===== src/rtl/alu_decoder_pkg.sv =====
// Shared ALU control codes, ALUOp classes, funct3 constants and the
// registered control payload for the RV32I second-level ALU decoder.
package alu_decoder_pkg;

  localparam int unsigned ALU_CODE_W = 3;
  localparam int unsigned F3_W       = 3;

  typedef logic [ALU_CODE_W-1:0] alu_code_t;

  localparam alu_code_t ALU_ADD = 3'b000;
  localparam alu_code_t ALU_SUB = 3'b001;
  localparam alu_code_t ALU_AND = 3'b010;
  localparam alu_code_t ALU_OR  = 3'b011;
  localparam alu_code_t ALU_SLT = 3'b101;

  typedef enum logic [1:0] {
    ALUOP_ADD   = 2'b00,
    ALUOP_SUB   = 2'b01,
    ALUOP_FUNCT = 2'b10,
    ALUOP_RSVD  = 2'b11
  } alu_op_e;

  localparam logic [F3_W-1:0] F3_ADD = 3'b000;
  localparam logic [F3_W-1:0] F3_SLT = 3'b010;
  localparam logic [F3_W-1:0] F3_OR  = 3'b110;
  localparam logic [F3_W-1:0] F3_AND = 3'b111;

  // Payload carried across the ID/EX boundary.
  typedef struct packed {
    logic      illegal;
    alu_code_t ctrl;
  } alu_ctrl_t;

endpackage


===== src/rtl/alu_ctrl_reg.sv =====
// ID/EX register for the decoded ALU control: sync active-low reset,
// flush (bubble = ADD, legal) over enable, enable low holds.
module alu_ctrl_reg
  import alu_decoder_pkg::*;
(
  input  logic      clk,
  input  logic      reset_n,
  input  logic      en_i,
  input  logic      flush_i,
  input  alu_ctrl_t d_i,
  output alu_ctrl_t q_o
);

  alu_ctrl_t ctrl_q;
  alu_ctrl_t ctrl_d;

  always_comb begin
    ctrl_d = ctrl_q;
    if (flush_i) begin
      ctrl_d = '0;
    end else if (en_i) begin
      ctrl_d = d_i;
    end
  end

  always_ff @(posedge clk) begin
    if (!reset_n) begin
      ctrl_q <= '0;
    end else begin
      ctrl_q <= ctrl_d;
    end
  end

  assign q_o = ctrl_q;

endmodule


===== src/rtl/alu_decoder.sv =====
// RV32I second-level ALU control decoder: combinational ALUOp/funct3/funct7[5]
// decode plus a stall/flush-controlled registered copy for ID/EX.
module alu_decoder
  import alu_decoder_pkg::*;
#(
  parameter int unsigned CTRL_W = 3
) (
  input  logic              clk,
  input  logic              reset_n,
  input  logic [1:0]        ALUOp,
  input  logic              funct7b5,
  input  logic [2:0]        funct3,
  input  logic              en,
  input  logic              flush,
  output logic [CTRL_W-1:0] ALUControl,
  output logic              illegal,
  output logic [CTRL_W-1:0] ALUControl_q,
  output logic              illegal_q
);

  alu_code_t ctrl_c;
  logic      illegal_c;
  alu_ctrl_t dec_c;
  alu_ctrl_t reg_q;

  // Decode; every input combination lands on a defined code.
  always_comb begin
    ctrl_c    = ALU_ADD;
    illegal_c = 1'b0;
    case (ALUOp)
      ALUOP_ADD: ctrl_c = ALU_ADD;
      ALUOP_SUB: ctrl_c = ALU_SUB;
      ALUOP_FUNCT: begin
        case (funct3)
          F3_ADD:  ctrl_c = funct7b5 ? ALU_SUB : ALU_ADD;
          F3_SLT:  ctrl_c = ALU_SLT;
          F3_OR:   ctrl_c = ALU_OR;
          F3_AND:  ctrl_c = ALU_AND;
          default: begin
            ctrl_c    = ALU_ADD;
            illegal_c = 1'b1;
          end
        endcase
      end
      ALUOP_RSVD: begin
        ctrl_c    = ALU_ADD;
        illegal_c = 1'b1;
      end
      default: begin
        ctrl_c    = ALU_ADD;
        illegal_c = 1'b1;
      end
    endcase
  end

  assign ALUControl    = CTRL_W'(ctrl_c);
  assign illegal       = illegal_c;
  assign dec_c.ctrl    = ctrl_c;
  assign dec_c.illegal = illegal_c;

  alu_ctrl_reg u_ctrl_reg (
    .clk     (clk),
    .reset_n (reset_n),
    .en_i    (en),
    .flush_i (flush),
    .d_i     (dec_c),
    .q_o     (reg_q)
  );

  assign ALUControl_q = CTRL_W'(reg_q.ctrl);
  assign illegal_q    = reg_q.illegal;

endmodule


===== config.mk =====
export PLATFORM = sky130hd
export DESIGN_NAME = alu_decoder
export DESIGN_NICKNAME = d
export VERILOG_FILES = /design/src/rtl/alu_decoder_pkg.sv /design/src/rtl/alu_ctrl_reg.sv /design/src/rtl/alu_decoder.sv
export SDC_FILE = /design/constraint.sdc
export NUM_CORES = 1
export LEC_CHECK = 0
export ABC_AREA = 1
export BUFFER_PORTS_ARGS = -buffer_cell sky130_fd_sc_hd__clkbuf_2
export CAP_MARGIN = 20
export CORE_AREA = 2 2 39 41
export CTS_CLUSTER_DIAMETER = 50
export DETAILED_ROUTE_END_ITERATION = 8
export DIE_AREA = 0 0 41 43
export PLACE_DENSITY = 0.54
export SETUP_SLACK_MARGIN = 0.4
export SLEW_MARGIN = 20
export SYNTH_ARGS = -nofsm -noshare
export SYNTH_HDL_FRONTEND = slang
export SYNTH_SLANG_ARGS = --single-unit

===== constraint.sdc =====
create_clock -name clk -period 1.2 [get_ports clk]
set_clock_uncertainty 0.2 [all_clocks]
set_input_delay 0.12 -clock clk [delete_from_list [all_inputs] [get_ports clk]]
set_output_delay 0.12 -clock clk [all_outputs]
set_load 0.02 [all_outputs]

==> flow_summary.ini, run 1 <==
[outcome]
status = finished, violations left
failed_checks = hold timing

[global_routing]
overflow = 0
groute.usage.overall = 0.0971
grt_max_degree = 8
grt_pass1_vias = 316
grt_pass1_wl_um = 1110
antenna_found_initial = 0

[sta]
setup_tns_ns = 0
slew_viol_final = 0
finalCritPeriodShare = 0.994
period_needed_ns = 1.19
worst_pin_slew_ns = 0.191
setup_violations = 0
max_freq_ghz = 0.839
whs_ns = -0.0282
maxSlewHeadroom = 0.871
final.setup.worst_slack_ns = 0.00758
hold_viol = 2
rsz0062_at_grt = true

[routing]
via_count = 348
routed_wl_um = 736
wl_per_cell_um = 8.36
viasPerCell = 3.95
drc = 0
drt-initial-drc-count = 4
first_pass_iters = 2
ant_nets = 0

[yosys]
synth_warnings = 0
syn_nets = 57
synth-xor-area-share = 0
synth_simple_gate_area_frac = 0.264
synth_edf_count = 0
synth_compound_area_frac = 0.147
synth_mux_area_frac = 0
synth_fa_ha_area_frac = 0.130
yosys-top-cells-area = dfxtp_1, inv_1, ha_1, nand2_1, nor2_1
async_flop_share = 0
netlist_instances = 44
synth_ff_type = dfxtp_1
netlist.area_leader.share = 0.277
synth_most_common_cell = inv_1
synth_area_per_cell_um2 = 6.57
yosysSeqAreaShare = 0.277
ys_seq_elements = 4
ys_types = 14
synth_top_family_by_area = simple AND/OR/NAND/NOR gates
yosys.area.top_type = dfxtp_1
synth_area_um2 = 289
synth_commonest_cells = inv_1, nand2_1, nor2_1

[place]
place_worst_setup_slack_ns = -0.0983
io_buffer_count = 17
placed_cell_area_um2 = 510
dp_hpwl_um = 581
gp_congestion = 0.635
placed_cells = 81

[die]
fp.coreArea_mm2 = 0.00138
die_h_um = 43
rows = 14
io_pins = 18
die_w_um = 41
dieArea_mm2 = 0.00176
start_util = 0.209

[cells_and_area]
largest_reg_flops = 4
layout-drive-gt1-share = 0.736
fillers = 139
layout.nets = 87
antenna_cells = 0
fin_area_um2 = 706
layout.cells.non_filler = 88
final_util = 0.510
area_growth_pct = 144

[worst_setup_path]
r2r_slack_ns = 0.23
critPathLaunch = ALUOp[0]
r2r_start = u_ctrl_reg.q_o[3]
critical_path_required_ns = 0.88
arrival_ns = 0.87
cpPeakStageDelay_ns = 0.14
crit_path_top_delay_cell = clkbuf_16
path_class = input port to output pin
critPathLaunchType = input port
worstPathMaxFanout = 3
cp-end-kind = output pin
crit_chain = clkbuf_16 > inv_12 > ha_4 > inv_4 > a21oi_2 > nand2_1 > nand2_2 > inv_2 > buf_8

[clock_network]
clock_path_buffers = 2
htree_num_levels = 1
cts_buffers = 3
insertion_delay_ns = 0.23
cts_tree = done
cts_root_buf = clkbuf_4
path_clk_slew_ns = 0.04
clkSinkCount = 4

[run]
cap_violations = 0

[pwr]
power_density_mw_per_mm2 = 725
power.switching_uw = 150
max-vdd-ir-drop_mv = 0.282
power_uw = 512
leakage_nw = 0.349
internal_power_uw = 362
clkPwrFrac = 0.327
pwr-share-seq = 0.282
switching_share = 0.293
power_frac_comb = 0.391

[hold_path]
hold_path.startpoint = en
hp-class = input port to register
[worst max-delay path: cells and delay by family]
kind | cells | cell delay, ns
and+or+nand+nor | 2 | 0.15
AOI/OAI and AO/OA | 1 | 0.08
buffers and inverters | 5 | 0.38
adders and majority gates | 1 | 0.14
[cells by family (layout without fill, tap and decap cells)]
| group | count (synthesis) | in the layout |
|---|---|---|
| flops | 4 | 4 |
| buf+inv | 14 | 42 |
| simple gates | 16 | 16 |
| compound gates | 7 | 7 |
| fa+ha+maj | 3 | 3 |
[power by group through the flow]
stage	sequential, mW	combinational (mW)	clock [mW]
finish	0.144	0.200	0.167
floorplan	0.150	0.0718	0
CTS	0.143	0.187	0.174
global route	0.145	0.216	0.183
detailed placement	0.144	0.141	0
global placement	0.144	0.140	0
[final cells by class]
cell class | count | area [µm²] | share of cell area
repair buffers | 25 | 282 | 0.399
multi-input cells | 26 | 216 | 0.307
flip-flops and latches | 4 | 85.1 | 0.121
inverters | 14 | 80.1 | 0.113
clock buffers | 3 | 22.5 | 0.0319
well taps | 16 | 20.0 | 0.0284
[path summary, 6_finish.rpt]
kind                  endpoint  cells past startpoint
min reg2reg  u_ctrl_reg.q_o[2]                      2
max              ALUControl[0]                      9
min          u_ctrl_reg.q_o[2]                      2
max reg2reg  u_ctrl_reg.q_o[3]                      5
[per-layer routing]
metal | up-vias | track usage | part of all wire
li1 | 186 | - | -
met3 | 0 | 0.0157 | 0.095
met5 | - | 0 | 0
met1 | 147 | 0.0892 | 0.35
met2 | 15 | 0.159 | 0.56
met4 | 0 | 0.100 | 0
[layout by cell type, fill, tap and decap left out]
cell / instances
buf_8: 8
inv_1: 7
clkbuf_2: 7
buf_4: 6
nand2_1: 5
inv_2: 4
dfxtp_2: 4
nor2_2: 3
a21oi_2: 3
nor2_1: 3
clkbuf_4: 3
inv_12: 2
o21ai_1: 2
ha_4: 2
clkbuf_16: 2
nand4_1: 1
inv_4: 1
nand2_2: 1
nor2_4: 1
nand3_4: 1
nand2_4: 1
o21ai_2: 1
o21ai_0: 1
ha_2: 1
buf_12: 1
buf_6: 1
[what timing repair did]
action / CTS / global route
buffers inserted: 2 / 2
hold endpoints to repair: 2 / 2
endpoints found under the setup margin: 12 / 12
gates resized for setup: 27 / 9
gates cloned: 0 / 0
pin swaps: 5 / 4
No activity file was read; power rests on OpenSTA's default activity.
==> inputs of run 2 (changes only) <==
--- a/config.mk
+++ b/config.mk
@@ -12,6 +12,8 @@
 export CTS_CLUSTER_DIAMETER = 50
 export DETAILED_ROUTE_END_ITERATION = 8
 export DIE_AREA = 0 0 41 43
+export GPL_TIMING_DRIVEN = 0
+export MAX_ROUTING_LAYER = met4
 export PLACE_DENSITY = 0.54
 export SETUP_SLACK_MARGIN = 0.4
 export SLEW_MARGIN = 20
==> run 2 against run 1 <==
Compared with the run above:
- sequential share of layout area up 0.11 points
- hold slack improved by 0.0034 ns
- critical path type unchanged
- critical path depth shrank 1
- wire length down 3.3%
- maximum frequency fell by 2.5%
- global-route usage shrank 0.18 points
- utilization is 0.45 points lower
- die area is the same
- worst setup slack got worse by 0.031 ns
- the flow finishes with violations (hold timing, setup timing)
==> flow_summary.ini, run 2 (same netlist as run 1, synthesis figures left out) <==
[outcome]
status = finished, violations left
failed_checks = hold timing, setup timing

[worst_setup_path]
arrival_ns = 0.90
reg2reg_to = u_ctrl_reg.q_o[1]
critPathLaunchType = input port
worstPathMaxFanout = 3
crit_chain = clkbuf_16 > inv_12 > ha_4 > buf_4 > buf_6 > nand3_4 > nand2_4 > buf_8
reg2reg_depth = 5
path_class = input port to output pin
critical_path_required_ns = 0.88
crit_buf_inv = 5
crit_path_top_delay_cell = ha_4
cp-end-kind = output pin
r2r_slack_ns = 0.24
r2r_start = u_ctrl_reg.q_o[1]
cpPeakStageDelay_ns = 0.16
cpLargestDelayFamily = buffers and inverters

[sta]
maxSlewHeadroom = 0.854
worst_pin_slew_ns = 0.216
final.setup.worst_slack_ns = -0.0229
slew_viol_final = 0
setup_violations = 2
hold_viol = 2
setup_tns_ns = -0.0243
period_needed_ns = 1.22
rsz0062_at_grt = true
whs_ns = -0.0248
finalCritPeriodShare = 1.02
max_freq_ghz = 0.818

[routing]
drt-initial-drc-count = 2
ant_nets = 0
via_count = 349
drc = 0
wl_per_cell_um = 8.09
routed_wl_um = 712
viasPerCell = 3.97
first_pass_iters = 3

[pwr]
power_density_mw_per_mm2 = 732
leakage_nw = 0.348
pwr-share-seq = 0.283
switching_share = 0.294
clkPwrFrac = 0.327
power_frac_comb = 0.390
internal_power_uw = 361
max-vdd-ir-drop_mv = 0.313
power.switching_uw = 151

[die]
io_pins = 18
die_w_um = 41
fp.coreArea_mm2 = 0.00138
dieArea_mm2 = 0.00176
start_util = 0.209
die_h_um = 43
rows = 14

[cells_and_area]
layout-drive-gt1-share = 0.722
multiInputGateArea_um2 = 219
largest_reg_flops = 4
fillers = 138
seq_area_um2 = 85.1
final_cell_mix = buf_8, inv_1, clkbuf_2
layout.nets = 87
final_common_cell = buf_8
antenna_cells = 0
area_growth_pct = 142

[place]
dp_hpwl_um = 561
io_buffer_count = 17
gp_congestion = 0.606
place_worst_setup_slack_ns = -0.142

[global_routing]
groute.usage.overall = 0.0953
grt_pass1_wl_um = 1040
antenna_found_initial = 0
grt_pass1_vias = 290
grt_max_degree = 8
overflow = 0

[clock_network]
path_clk_slew_ns = 0.04
cts_buffers = 3
clock_path_buffers = 2
insertion_delay_ns = 0.23
cts_tree = done
htree_num_levels = 1
clkSinkCount = 4
cts_root_buf = clkbuf_4

[hold_path]
hp-class = input port to register
hold_path.startpoint = flush
whs_endpoint = u_ctrl_reg.q_o[2]
hold_depth = 4

[run]
cap_violations = 0
run 2: layout make-up:
class / count / share of cell area
multi-input cells: 26 / 0.313
clock buffers: 3 / 0.0322
inverters: 14 / 0.114
repair buffers: 25 / 0.390
well taps: 16 / 0.0286
flip-flops and latches: 4 / 0.122
run 2: per-stage QoR:
step | cell area [µm²] | total power [mW] | util | cells
2_1_floorplan | 363 | 0.222 | - | 44
4_1_cts | 663 | 0.498 | 0.479 | 86
5_1_grt | 699 | 0.542 | 0.505 | 88
3_5_place_dp | 468 | 0.271 | 0.338 | 77
3_3_place_gp | 468 | 0.271 | 0.338 | 77
6_report | 699 | 0.512 | 0.505 | 88
run 2: worst max-delay path by stage:
stage                    endpoint  slack (ns)  cells past startpoint      from
finish                    illegal       -0.02                      8  ALUOp[0]
global route        ALUControl[0]       -0.06                      9  ALUOp[0]
CTS                 ALUControl[0]      -0.006                      9  ALUOp[0]
detailed placement  ALUControl[0]       -0.14                      8  ALUOp[1]
global placement    ALUControl[0]       -0.14                      8  ALUOp[1]
floorplan           ALUControl[0]        0.27                      7  ALUOp[0]
run 2: per-layer routing:
metal	wire length (µm)	up-vias	global-route usage	part of all wire
met5	0	-	-	0
met4	23	0	0.100	0.032
met3	68	3	0.0157	0.096
met2	327	18	0.131	0.46
met1	293	142	0.105	0.41
li1	-	186	-	-
run 2: repair_timing:
action | in CTS | in global routing
endpoints found under the hold margin | 2 | 2
setup buffers | 6 | 2
setup endpoints to repair | 12 | 12
pin swaps | 5 | 6
cloned | 0 | 0
gates resized for setup | 27 | 11
run 2: power by group through the flow:
stage	sequential (mW)	clock [mW]	combinational (mW)
global route	0.145	0.182	0.215
finish	0.145	0.168	0.199
detailed placement	0.144	0	0.127
floorplan	0.150	0	0.0718
global placement	0.144	0	0.127
CTS	0.143	0.174	0.181
run 2: tightest hold or removal path: cells and delay by family:
family | cells | cell delay (ns)
simple gates | 1 | 0.05
compound gates | 2 | 0.13
buf+inv | 1 | 0.08
==> inputs of run 3 (changes only) <==
--- a/config.mk
+++ b/config.mk
@@ -5,7 +5,6 @@
 export SDC_FILE = /design/constraint.sdc
 export NUM_CORES = 1
 export LEC_CHECK = 0
-export ABC_AREA = 1
 export BUFFER_PORTS_ARGS = -buffer_cell sky130_fd_sc_hd__clkbuf_2
 export CAP_MARGIN = 20
 export CORE_AREA = 2 2 39 41
@@ -14,8 +13,9 @@
 export DIE_AREA = 0 0 41 43
 export GPL_TIMING_DRIVEN = 0
 export MAX_ROUTING_LAYER = met4
-export PLACE_DENSITY = 0.54
+export PLACE_DENSITY = 0.52
 export SETUP_SLACK_MARGIN = 0.4
+export SKIP_CTS_REPAIR_TIMING = 1
 export SLEW_MARGIN = 20
 export SYNTH_ARGS = -nofsm -noshare
 export SYNTH_HDL_FRONTEND = slang
==> constraint.sdc (replaced) <==
create_clock -name clk -period 1.2 [get_ports clk]
set_clock_uncertainty 0.2 [all_clocks]
set_input_delay 0.12 -clock clk [delete_from_list [all_inputs] [get_ports clk]]
set_output_delay 0.12 -clock clk [all_outputs]
set_load 0.01 [all_outputs]
==> run 3 against run 2 <==
Compared with the run above:
- the run ends with hold timing left
- cell count decreased by 20%
- sequential share of layout area increased by 3.9 points
- critical path depth decreased by 4
- hold slack improved by 0.024 ns
- worst setup slack improved by 0.045 ns
- first-iteration DRC count unchanged
- clock power about the same
- die area unchanged
- utilization decreased by 12 points
- wire length decreased by 6.6%
==> flow_summary.ini, run 3 <==
[outcome]
status = finished, violations left
failed_checks = hold timing

[routing]
first_pass_iters = 2
viasPerCell = 4.30
ant_nets = 0
drt-initial-drc-count = 2
drc = 0
wl_per_cell_um = 9.50
via_count = 301
routed_wl_um = 665

[pwr]
power_density_mw_per_mm2 = 791
max-vdd-ir-drop_mv = 0.178
leakage_nw = 0.241

[global_routing]
groute.usage.overall = 0.0852
antenna_found_initial = 0
grt_pass1_wl_um = 945
grt_max_degree = 8
grt_pass1_vias = 238
overflow = 0

[yosys]
async_flop_share = 0
synth_most_common_cell = dfxtp_1
ys_types = 19
synth_commonest_cells = dfxtp_1, ha_1, inv_1, nand2_1, nor2_1
synth_edf_count = 0
yosys.area.top_type = dfxtp_1
yosys-top-cells-area = dfxtp_1, ha_1, nand2b_1, inv_1, nand2_1
syn_nets = 45
synth_ff_type = dfxtp_1
netlist.area_leader.share = 0.309
yosysSeqAreaShare = 0.309
ys_seq_elements = 4
synth_area_per_cell_um2 = 8.09
netlist_instances = 32
synth_warnings = 0
synth_area_um2 = 259

[run]
cap_violations = 0

[sta]
whs_ns = -0.00123
slew_viol_final = 0
setup_violations = 0
period_needed_ns = 1.18
maxSlewHeadroom = 0.861
hold_viol = 1
max_freq_ghz = 0.849
worst_pin_slew_ns = 0.208
setup_tns_ns = 0
finalCritPeriodShare = 0.981
rsz0062_at_grt = true

[clock_network]
htree_num_levels = 1
clkSinkCount = 4
path_clk_slew_ns = 0.04
insertion_delay_ns = 0.23
cts_root_buf = clkbuf_4
cts_buffers = 3
cts_tree = done
clock_path_buffers = 2

[worst_setup_path]
r2r_slack_ns = 0.36
arrival_ns = 1.14
cpPeakStageDelay_ns = 0.54
crit_chain = buf_8 > or2_4 > or4b_4 > a21oi_2
crit_end = u_ctrl_reg.q_o[2]
worstSetupPathDepth = 4
r2r_start = u_ctrl_reg.q_o[0]
reg2reg_depth = 2
critical_path_required_ns = 1.16
critPathLaunchType = input port
cpLargestDelayFamily = simple AND/OR/NAND/NOR gates
critPathLaunch = funct3[2]
worstPathMaxFanout = 4
path_class = input port to register
cp-end-kind = register
crit_path_top_delay_cell = or4b_4
crit_buf_inv = 1
reg2reg_to = u_ctrl_reg.q_o[0]

[place]
io_buffer_count = 17
placed_cells = 65
gp_congestion = 0.719
dp_hpwl_um = 524

[die]
dieArea_mm2 = 0.00176
io_pins = 18
fp.coreArea_mm2 = 0.00138
die_h_um = 43
die_w_um = 41
start_util = 0.187
rows = 14

[cells_and_area]
largest_reg_flops = 4
layout.nets = 69
antenna_cells = 0
fillers = 138
layout-drive-gt1-share = 0.704
layout.cells.non_filler = 70
final_common_cell = clkbuf_2
area_growth_pct = 105
final_cell_mix = clkbuf_2, buf_6, dfxtp_2

[hold_path]
hp-class = input port to register
hold_depth = 2
## run 3: cell types whose count changed in the layout (fill, tap and decap cells not counted), sizes merged, moves of 4 or more
cell | previous run | this run
buf | 16 | 12
nand2 | 7 | 3
nor2 | 7 | 3
inv | 14 | 3
## run 3: cell families after synthesis
kind of cell / after synthesis / synth area share
multiplexers: 1 / 0.0386
adder cells (fa/ha/maj): 3 / 0.145
flip-flops: 4 / 0.309
AO/OA/AOI/OAI: 6 / 0.150
buffers and inverters: 3 / 0.0435
AND/OR/NAND/NOR: 15 / 0.314
## run 3: worst min-delay path by stage
| stage | from | end | slack [ns] |
|---|---|---|---|
| after floorplan | en | u_ctrl_reg.q_o[3] | 0.03 |
| after global placement | en | u_ctrl_reg.q_o[3] | 0.24 |
| after detailed placement | en | u_ctrl_reg.q_o[3] | 0.24 |
| after CTS | en | u_ctrl_reg.q_o[3] | -0.003 |
| after global routing | en | u_ctrl_reg.q_o[3] | 0.003 |
| final | en | u_ctrl_reg.q_o[3] | -0.001 |
## run 3: worst reg2reg max path, cell delays in order, from the launching register on
cell and delay (ns):
dfxtp_2 0.33, nor2_1 0.05, a211oi_2 0.18
## run 3: stage by stage
stage	util	instance area (µm²)	total power, mW	setup WS, ns
floorplan	-	290	0.185	-0.00839
global placement	0.286	395	0.227	-0.278
detailed placement	0.286	395	0.228	-0.289
CTS	0.302	418	0.399	-0.106
global route	0.383	531	0.459	0.0103
finish	0.383	531	0.420	0.0222
## run 3: final cells by class
type / count / area [µm²] / share of cell area
Timing Repair Buffer: 19 / 160 / 0.302
Tap cell: 16 / 20.0 / 0.0377
Inverter: 3 / 23.8 / 0.0448
Multi-Input combinational cell: 25 / 219 / 0.413
Sequential cell: 4 / 85.1 / 0.160
Clock buffer: 3 / 22.5 / 0.0425
## run 3: where the power goes
| group | switching [mW] | internal [mW] |
|---|---|---|
| registers | 0.00227 | 0.138 |
| clock network | 0.0534 | 0.112 |
| logic | 0.0511 | 0.0634 |
| total | 0.107 | 0.313 |
## run 3: routing by layer
metal,track usage,wire length [µm],vias up
li1,-,-,155
met1,0.109,303,134
met2,0.106,320,10
met3,0.0157,28,2
met4,0.0800,12,0
met5,-,0,-
